**src/rtl/vga_pkg.sv**
```systemverilog
// Shared VGA raster constants and score-digit helpers for the timing block and the pixel generator.
// Latency: none (constants and pure functions only).
// Backpressure: not applicable.
package vga_pkg;

   // 640x480@60 Hz raster, counted in pixel ticks
   localparam int H_VISIBLE = 640;
   localparam int H_FP      = 16;
   localparam int H_SYNC    = 96;
   localparam int H_BP      = 48;
   localparam int H_TOTAL   = H_VISIBLE + H_FP + H_SYNC + H_BP;   // 800

   localparam int V_VISIBLE = 480;
   localparam int V_FP      = 10;
   localparam int V_SYNC    = 2;
   localparam int V_BP      = 33;
   localparam int V_TOTAL   = V_VISIBLE + V_FP + V_SYNC + V_BP;   // 525

   // 100 MHz system clock down to a 25 MHz pixel tick
   localparam int CLK_DIV = 4;

   // Sync pulse level; 0 means the pulses are active-low
   localparam logic SYNC_ACTIVE = 1'b0;

   // Score digits are single decimal digits
   localparam int SCORE_W   = 4;
   localparam int SCORE_MAX = 9;

   // Saturate a requested digit at the largest displayable value
   function automatic logic [SCORE_W-1:0] sat_digit(input logic [SCORE_W-1:0] d,
                                                    input logic [SCORE_W-1:0] lim);
      return (d > lim) ? lim : d;
   endfunction

endpackage

```
**src/rtl/vga_clk_en.sv**
```systemverilog
// Pixel-tick generator: one-clock enable pulse every DIV_RATIO system clocks.
// Latency: first pulse DIV_RATIO clocks after reset release, registered output.
// Backpressure: none; free-running.
module vga_clk_en
   import vga_pkg::*;
#(
   parameter int DIV_RATIO = CLK_DIV
) (
   input  logic clk_i,
   input  logic rst_n_i,
   output logic pix_en_o
);

   localparam int               DIV_W    = (DIV_RATIO > 2) ? $clog2(DIV_RATIO) : 1;
   localparam logic [DIV_W-1:0] DIV_LAST = DIV_W'(DIV_RATIO - 1);

   logic [DIV_W-1:0] div_q, div_d;
   logic             pix_en_q, pix_en_d;

   // Wrap the divider and flag the clock that follows its last count
   always_comb begin
      div_d    = (div_q == DIV_LAST) ? '0 : div_q + DIV_W'(1);
      pix_en_d = (div_q == DIV_LAST);
   end

   // Divider state and registered pixel tick
   always_ff @(posedge clk_i or negedge rst_n_i) begin
      if (!rst_n_i) begin
         div_q    <= '0;
         pix_en_q <= 1'b0;
      end else begin
         div_q    <= div_d;
         pix_en_q <= pix_en_d;
      end
   end

   assign pix_en_o = pix_en_q;

endmodule

```
**src/rtl/vga_timing_ctrl.sv**
```systemverilog
// VGA raster timing (pixel tick, h/v counters, syncs, visible flag) plus frame-synchronous score digits.
// Latency: decoded outputs align with h_cnt/v_cnt; scores commit at the frame_end clock edge.
// Backpressure: none; free-running raster, score_load is a fire-and-forget strobe.
module vga_timing_ctrl #(
   parameter int   H_VISIBLE   = vga_pkg::H_VISIBLE,
   parameter int   H_FP        = vga_pkg::H_FP,
   parameter int   H_SYNC      = vga_pkg::H_SYNC,
   parameter int   H_BP        = vga_pkg::H_BP,
   parameter int   V_VISIBLE   = vga_pkg::V_VISIBLE,
   parameter int   V_FP        = vga_pkg::V_FP,
   parameter int   V_SYNC      = vga_pkg::V_SYNC,
   parameter int   V_BP        = vga_pkg::V_BP,
   parameter int   CLK_DIV     = vga_pkg::CLK_DIV,
   parameter logic SYNC_ACTIVE = vga_pkg::SYNC_ACTIVE,
   parameter int   SCORE_MAX   = vga_pkg::SCORE_MAX
) (
   input  logic       clk,
   input  logic       rst_n,
   input  logic [3:0] score0_in,
   input  logic [3:0] score1_in,
   input  logic       score_load,
   output logic       pix_en,
   output logic [9:0] h_cnt,
   output logic [9:0] v_cnt,
   output logic       valid,
   output logic       hsync,
   output logic       vsync,
   output logic       frame_end,
   output logic [3:0] score0,
   output logic [3:0] score1
);
   import vga_pkg::*;

   localparam int                 LINE_LEN    = H_VISIBLE + H_FP + H_SYNC + H_BP;
   localparam int                 FRAME_LINES = V_VISIBLE + V_FP + V_SYNC + V_BP;
   localparam logic [SCORE_W-1:0] SMAX        = SCORE_W'(SCORE_MAX);

   logic [9:0]         h_q, h_d, v_q, v_d;
   logic               valid_q, valid_d, hsync_q, hsync_d, vsync_q, vsync_d;
   logic               in_hs, in_vs;
   logic [SCORE_W-1:0] stage0_q, stage0_d, stage1_q, stage1_d;
   logic [SCORE_W-1:0] score0_q, score0_d, score1_q, score1_d;
   logic [SCORE_W-1:0] ld0, ld1;
   logic               pending_q, pending_d;

   vga_clk_en #(
      .DIV_RATIO (CLK_DIV)
   ) u_clk_en (
      .clk_i    (clk),
      .rst_n_i  (rst_n),
      .pix_en_o (pix_en)
   );

   // Next raster position and the sync/visible decode of that position
   always_comb begin
      h_d = h_q;
      v_d = v_q;
      if (pix_en) begin
         if (h_q == 10'(LINE_LEN - 1)) begin
            h_d = '0;
            v_d = (v_q == 10'(FRAME_LINES - 1)) ? '0 : v_q + 10'd1;
         end else begin
            h_d = h_q + 10'd1;
         end
      end
      in_hs   = (h_d >= 10'(H_VISIBLE + H_FP)) && (h_d < 10'(H_VISIBLE + H_FP + H_SYNC));
      in_vs   = (v_d >= 10'(V_VISIBLE + V_FP)) && (v_d < 10'(V_VISIBLE + V_FP + V_SYNC));
      valid_d = (h_d < 10'(H_VISIBLE)) && (v_d < 10'(V_VISIBLE));
      hsync_d = in_hs ? SYNC_ACTIVE : ~SYNC_ACTIVE;
      vsync_d = in_vs ? SYNC_ACTIVE : ~SYNC_ACTIVE;
   end

   // Counters and decoded outputs move together, only on pixel ticks, so the
   // reset-time (0,0) keeps valid low until the first tick
   always_ff @(posedge clk or negedge rst_n) begin
      if (!rst_n) begin
         h_q     <= '0;
         v_q     <= '0;
         valid_q <= 1'b0;
         hsync_q <= ~SYNC_ACTIVE;
         vsync_q <= ~SYNC_ACTIVE;
      end else if (pix_en) begin
         h_q     <= h_d;
         v_q     <= v_d;
         valid_q <= valid_d;
         hsync_q <= hsync_d;
         vsync_q <= vsync_d;
      end
   end

   // Entry into vertical blank: the tick that moves the raster to (0, V_VISIBLE)
   assign frame_end = pix_en && (h_q == 10'(LINE_LEN - 1)) && (v_q == 10'(V_VISIBLE - 1));

   assign ld0 = sat_digit(score0_in, SMAX);
   assign ld1 = sat_digit(score1_in, SMAX);

   // Stage loads mid-frame; commit at frame_end, where a coincident load wins outright
   always_comb begin
      stage0_d  = stage0_q;
      stage1_d  = stage1_q;
      score0_d  = score0_q;
      score1_d  = score1_q;
      pending_d = pending_q;
      if (frame_end) begin
         if (score_load) begin
            score0_d  = ld0;
            score1_d  = ld1;
            pending_d = 1'b0;
         end else if (pending_q) begin
            score0_d  = stage0_q;
            score1_d  = stage1_q;
            pending_d = 1'b0;
         end
      end else if (score_load) begin
         stage0_d  = ld0;
         stage1_d  = ld1;
         pending_d = 1'b1;
      end
   end

   // Score shadow registers
   always_ff @(posedge clk or negedge rst_n) begin
      if (!rst_n) begin
         stage0_q  <= '0;
         stage1_q  <= '0;
         score0_q  <= '0;
         score1_q  <= '0;
         pending_q <= 1'b0;
      end else begin
         stage0_q  <= stage0_d;
         stage1_q  <= stage1_d;
         score0_q  <= score0_d;
         score1_q  <= score1_d;
         pending_q <= pending_d;
      end
   end

   assign h_cnt  = h_q;
   assign v_cnt  = v_q;
   assign valid  = valid_q;
   assign hsync  = hsync_q;
   assign vsync  = vsync_q;
   assign score0 = score0_q;
   assign score1 = score1_q;

endmodule

```
**config.mk**
```make
export PLATFORM = sky130hd
export DESIGN_NAME = vga_timing_ctrl
export DESIGN_NICKNAME = d
export VERILOG_FILES = /design/src/rtl/vga_pkg.sv /design/src/rtl/vga_clk_en.sv /design/src/rtl/vga_timing_ctrl.sv
export SDC_FILE = /design/constraint.sdc
export NUM_CORES = 1
export LEC_CHECK = 0
export ABC_CLOCK_PERIOD_IN_PS = 2900
export BUFFER_PORTS_ARGS = -buffer_cell sky130_fd_sc_hd__buf_2
export CAP_MARGIN = 15
export CORE_UTILIZATION = 54
export CTS_CLUSTER_DIAMETER = 120
export DETAILED_ROUTE_END_ITERATION = 16
export GPL_TIMING_DRIVEN = 0
export PLACE_DENSITY = 0.82
export SETUP_SLACK_MARGIN = 0.02
export SYNTH_ARGS = -nofsm -noshare
export SYNTH_HDL_FRONTEND = slang
export SYNTH_SLANG_ARGS = --single-unit
export TNS_END_PERCENT = 50
```
**constraint.sdc**
```tcl
create_clock -name clk -period 2.9 [get_ports clk]
set_input_delay 0.29 -clock clk [delete_from_list [all_inputs] [get_ports clk]]
set_output_delay 0.29 -clock clk [all_outputs]
set_load 0.02 [all_outputs]
```
# Word-level counts from Yosys, hierarchy flattened
# Cells that the tools add are included.
[totals]
reg_bits = 43
out_inout_bits = 33
[op_classes]
add_sub_neg = 3
n_lt_le_gt_ge = 8
n_eq_ne = 4
muxes = 16
n_bitwise = 1
reduce_logical = 9
[op_table]
columns = ["op", "count"]
rows = [
  ["$mux 10", 5],
  ["$mux 4", 6],
  ["$add 10x1->10 const B", 2],
  ["$eq 10x10->1 const B", 2],
  ["$lt 10x10->1 const B", 2],
  ["$lt 10x9->1 const B", 2],
  ["$eq 10x9->1 const B", 1],
  ["$ge 10x10->1 const B", 1],
  ["$ge 10x9->1 const B", 1],
  ["$gt 4x4->1 const B", 2],
  ["$logic_and 1x1->1", 5],
  ["$mux 1", 4],
  ["$reduce_and 2->1", 2],
  ["$reduce_bool 2->1", 2],
  ["$add 2x1->2 const B", 1],
  ["$eq 2x2->1 const B", 1],
  ["$mux 2", 1],
  ["$not 1->1", 1],
]

# Logic depth before layout (Yosys ltp)
[logic_depth]
ltp_word = 7
ltp_mapped = 8
mapped_depth_nobuf = 8

# Cells and area by module
# Synthesis repeated with hierarchy kept, for this count alone.
[unflattened]
cells_unflattened = 224
area_unflattened_um2 = 2272.2
[modules_own_cells]
columns = ["mod", "n_inst", "cells_each", "area_each_um2", "seq_area_each_um2"]
rows = [
  ["vga_timing_ctrl", 1, 219, 2180.8, 1003.5],
  ["vga_clk_en", 1, 5, 91.3, 75.1],
]

# Worst setup path before layout
# Ideal clock, no wire load.
[synth_path]
path_type = "reg-to-reg"
startpoint = "register h_q[0], in the netlist h_cnt[0]"
endpoint = "register valid_q, in the netlist valid"
setup_ns = 0.103
arrival_ns = 2.052
required_time_ns = 2.797
path_slack_ns = 0.744
stages_incl_launch_ff = 8
n_path_buf = 0
path_cell_list = "dfrtp_1 > ha_1 > nand2_4 > or4_4 > nor3_2 > xor2_1 > and4_1 > o41ai_2"
[synth_via]
elab_chain_cells = 5
elab_cells_between_ends = 9
[synth_rtl]
columns = ["element", "line", "text"]
rows = [
  ["start, declared", "vga_timing_ctrl.sv:38", "logic [9:0] h_q, h_d, v_q, v_d;"],
  ["start signal, assigned", "vga_timing_ctrl.sv:77", "h_q <= '0;"],
  ["start signal, assigned", "vga_timing_ctrl.sv:83", "h_q <= h_d;"],
  ["$add 10x1->10 or $eq 10x10->1 (tied branches)", "vga_timing_ctrl.sv:63, vga_timing_ctrl.sv:59", ""],
  ["$mux 10", "vga_timing_ctrl.sv:59", "if (h_q == 10'(LINE_LEN - 1)) begin"],
  ["$mux 10", "vga_timing_ctrl.sv:58", "if (pix_en) begin"],
  ["$lt 10x10->1 or $lt 10x9->1 (tied branches)", "vga_timing_ctrl.sv:68", "valid_d = (h_d < 10'(H_VISIBLE)) && (v_d < 10'(V_VISIBLE));"],
  ["$logic_and 1x1->1 (*)", "vga_timing_ctrl.sv:68", ""],
  ["end signal, assigned", "vga_timing_ctrl.sv:85", "valid_q <= valid_d;"],
  ["end, declared", "vga_timing_ctrl.sv:39", "logic valid_q, valid_d, hsync_q, hsync_d, vsync_q, vsync_d;"],
]
# Mark *: on every way between the ends. The rest lies on a longest branch, timed or not.
# A chain may end at the register's enable or synchronous reset.

# Worst setup path after layout
[layout_path]
startpoint = "register h_q[1], in the netlist h_cnt[1]"
endpoint = "register score0_q[2], in the netlist score0[2]"
[layout_via]
elab_chain_cells = 4
[layout_rtl]
columns = ["element", "line", "text"]
rows = [
  ["$eq 10x10->1", "vga_timing_ctrl.sv:92", "assign frame_end = pix_en && (h_q == 10'(LINE_LEN - 1)) && (v_q == 10'(V_VISIBLE - 1));"],
  ["$logic_and 1x1->1 (2 in a row)", "vga_timing_ctrl.sv:92", ""],
  ["$reduce_and 2->1 (no source line)", "--", ""],
  ["end signal, assigned", "vga_timing_ctrl.sv:132", "score0_q <= score0_d;"],
  ["end, declared", "vga_timing_ctrl.sv:42", "logic [SCORE_W-1:0] score0_q, score0_d, score1_q, score1_d;"],
]
# No other way between the ends.

==> summary.md <==
| Metric | Value |
|---|---|
| Syn Area/Cell | `10.1 µm²` |
| Critical path's slowest cell | `nor4_4` |
| Wire length per cell | `14.7 µm` |
| Top sig layer | `met4` |
| Met2 WL | `2.28 mm` |
| Final min period | `2450 ps` |
| Initial core utilization | `0.582` |
| Peak VDD IR | `0.377 mV` |
| CTS root buf | `clkbuf_8` |
| R2R Path End | `score0[2]` |
| Initial antenna violation count | `0` |
| Register area share after synthesis | `0.488` |
| Cell with the most instances after synthesis | `dfrtp_1` |
| Relative slew slack | `0.372` |
| CORE AREA | `between 3000 and 4000 µm²` |
| Startpoint Class | `flop` |
| CTS Buf Count | `5` |
| Critical path class | `flop to flop` |
| Layout cells sized above 1 | `0.268` |
| Status | `finished clean` |
| H-Tree Depth | `2` |
| Max Clk Rate | `0.407 GHz` |
| DRT met1 WL | `2.13 mm` |
| Setup ws final | `roughly 450 ps` |
| Final wirelength | `4.66 mm` |
| Dpl ws | `441 ps` |
| Antenna cells | `0` |
| Post-DP HPWL | `3.19 mm` |
| Sink Count | `43` |
| Post-synth ARST share | `1.00` |
| #FFs+latches synth | `43` |
| Placed Area | `2490 µm²` |
| Synth top area share | `0.464` |
| Via Count | `1795` |
| Drt initial violations | `176` |
| Area leader, netlist | `dfrtp_1` |
| Port Buffer Count | `43` |
| Row cnt | `22` |
| Max_cap viols | `0` |
| CP max stage delay | `about 490 ps` |
| Placed cell count | `approximately 300` |
| Crit-path max FO | `10` |
| Number of distinct library cells after synthesis | `48` |
| Crit-path cells | `ha_1, nand2_4, nor4_4, nand4_1, nor2_1, buf_4, nor2_1, a31oi_1` |
| Cell Area, Synth | `2210 µm²` |
| Total grt overflow | `0` |
| PnR Total Power | `1.16 mW` |
| Gr usage total | `0.248` |
| Final period util | `0.847` |
| Yosys warns | `0` |
| Reg area | `approximately 1100 µm²` |
| Final hold violations | `0` |
| Area occupied by multi-input gates | `roughly 1100 µm²` |
| Die Span Y | `66.0 µm` |
| Clk pin slew, worst setup/hold paths | `approximately 90 ps` |
| Post-CTS Setup Inserts | `0` |
| End point of the critical path | `score0[2]` |
| Crit path buf inv count | `1` |
| Die area | `4350 µm²` |
| Setup Viol. Count Final | `0` |
| Synth top cells by count | `dfrtp_1, nor2_1, nand2_1` |
| Clock latency on the worst-skew pair | `approximately 300 ps` |
| Delay-heaviest family, CP | `simple AND/OR/NAND/NOR gates` |
| Die width | `66.0 µm` |
| PostCTS Resize Cnt | `0` |
| Synth Flop Type | `dfrtp_1` |
| Post-DRT Antenna Nets | `0` |
| Layout area overhead | `17.5%` |
| Final core utilization | `0.684` |
| # nets final | `between 200 and 300` |
| Cells after Synth | `218` |
| TritonRoute pass-1 iters | `4` |
| Critical Path Most Common Cell | `nor2_1` |
| Syn Nets | `between 200 and 250` |
| Worst-case clock skew | `11.0 ps` |
| Worst slew pin tran | `~940 ps` |
| # IOs | `44` |
| Largest net degree at the start of global routing | `44` |
| FF-to-FF path depth | `8` |
| Top cells by area, synth | `dfrtp_1, nor2_1, nand2_1, o21ai_0, xor2_1` |
| Power density cells | `448 nW/µm²` |
| Hold WS | `134 ps` |
| Wire length of the first global-routing pass | `8.09 mm` |
| CP arrival | `2660 ps` |
| CTS tree | `yes` |
| Unrepaired setup endpoints after global routing | `false` |
| # DRC | `0` |
| Crit path required time | `~3100 ps` |
| Min-Delay Path Class | `primary input to asynchronous set/reset pin` |
| Crit end category | `flop` |
| Flop-to-flop setup slack | `about 450 ps` |
| RePlAce Congestion | `0.805` |
| CP Depth | `8` |
| Post-route cell area | `between 2000 and 3000 µm²` |
| Fillcell total | `315` |
| Reg2reg start | `h_cnt[1]` |
| Clock Path Buffers | `2` |
| Worst Setup SP | `h_cnt[1]` |
| Met3 WL | `169 µm` |
| Cts hold-fix bufs | `0` |
| Pins Over Slew Limit | `0` |
| Vias in the first global route | `roughly 1.7k` |
| Post-synth EDFFs | `0` |
| Sum Neg Setup Slack | `0 ps` |
| Non-Filler Instances | `317` |
| Routed vias/inst | `between 5 and 6` |
| Cell leakage power | `1.21 nW` |
how the worst min path moves through the flow:
stage               depth (start not counted)               from                end  slack (ps)
floorplan                                   0              rst_n           h_cnt[0]          -6
global placement                            1  u_clk_en.div_q[0]  u_clk_en.div_q[0]         420
detailed placement                          1  u_clk_en.div_q[0]  u_clk_en.div_q[0]         430
CTS                                         1              rst_n           v_cnt[2]         160
global route                                1              rst_n          score0[1]         210
finish                                      1              rst_n              valid         130
layout by cell type, fill, tap and decap left out, types with 2 or more instances in the layout:
| cell | count |
|---|---|
| a21oi_1 | 4 |
| a31oi_1 | 6 |
| a41oi_1 | 2 |
| and4_1 | 2 |
| buf_2 | 43 |
| buf_6 | 2 |
| clkbuf_1 | 2 |
| clkbuf_8 | 5 |
| dfrtp_1 | 41 |
| dfstp_2 | 2 |
| ha_1 | 4 |
| inv_1 | 10 |
| mux2_2 | 5 |
| mux2i_1 | 3 |
| nand2_1 | 23 |
| nand2b_1 | 9 |
| nand3_1 | 6 |
| nand3b_1 | 4 |
| nand4_1 | 6 |
| nor2_1 | 25 |
| nor3_1 | 5 |
| nor3b_1 | 2 |
| nor4_4 | 2 |
| o21a_1 | 4 |
| o21ai_0 | 15 |
| or4_4 | 2 |
| xnor2_1 | 3 |
| xor2_1 | 7 |
layout make-up:
class                   instances  area share
multi-input cells             160       0.407
repair buffers                 43      0.0828
inverters                      10      0.0144
well taps                      48      0.0231
clock buffers                   5      0.0265
plain buffers                   5      0.0144
clock inverters                 3      0.0169
flip-flops and latches         43       0.415
power breakdown:
part | total, mW | internal [mW] | switching (mW)
Sequential | 0.624 | 0.616 | 0.00833
Combinational | 0.0723 | 0.0271 | 0.0453
Clock | 0.469 | 0.256 | 0.212
layer usage:
layer | vias to the layer above | GRT usage
met5 | - | 0
met1 | 874 | 0.330
met2 | 43 | 0.399
met4 | 0 | 0.109
li1 | 871 | -
met3 | 7 | 0.0379
cell families (layout without fill, tap and decap cells):
| kind of cell | count (synthesis) | after routing | synth area share |
|---|---|---|---|
| fa+ha+maj | 4 | 4 | 0.0226 |
| xor+xnor | 10 | 10 | 0.0396 |
| compound gates | 42 | 42 | 0.127 |
| buf+inv | 15 | 66 | 0.0340 |
| simple gates | 96 | 96 | 0.250 |
| flops | 43 | 43 | 0.488 |
| mux | 8 | 8 | 0.0390 |
sequential cells by signal (all words and copies together) (netlist names), 2 cells and up:
| name | count |
|---|---|
| stage0_q | 4 |
| u_clk_en.div_q | 2 |
| h_cnt | 10 |
| stage1_q | 4 |
| score0 | 4 |
| v_cnt | 10 |
| score1 | 4 |
Note: power is estimated with default switching activity, not from simulation.
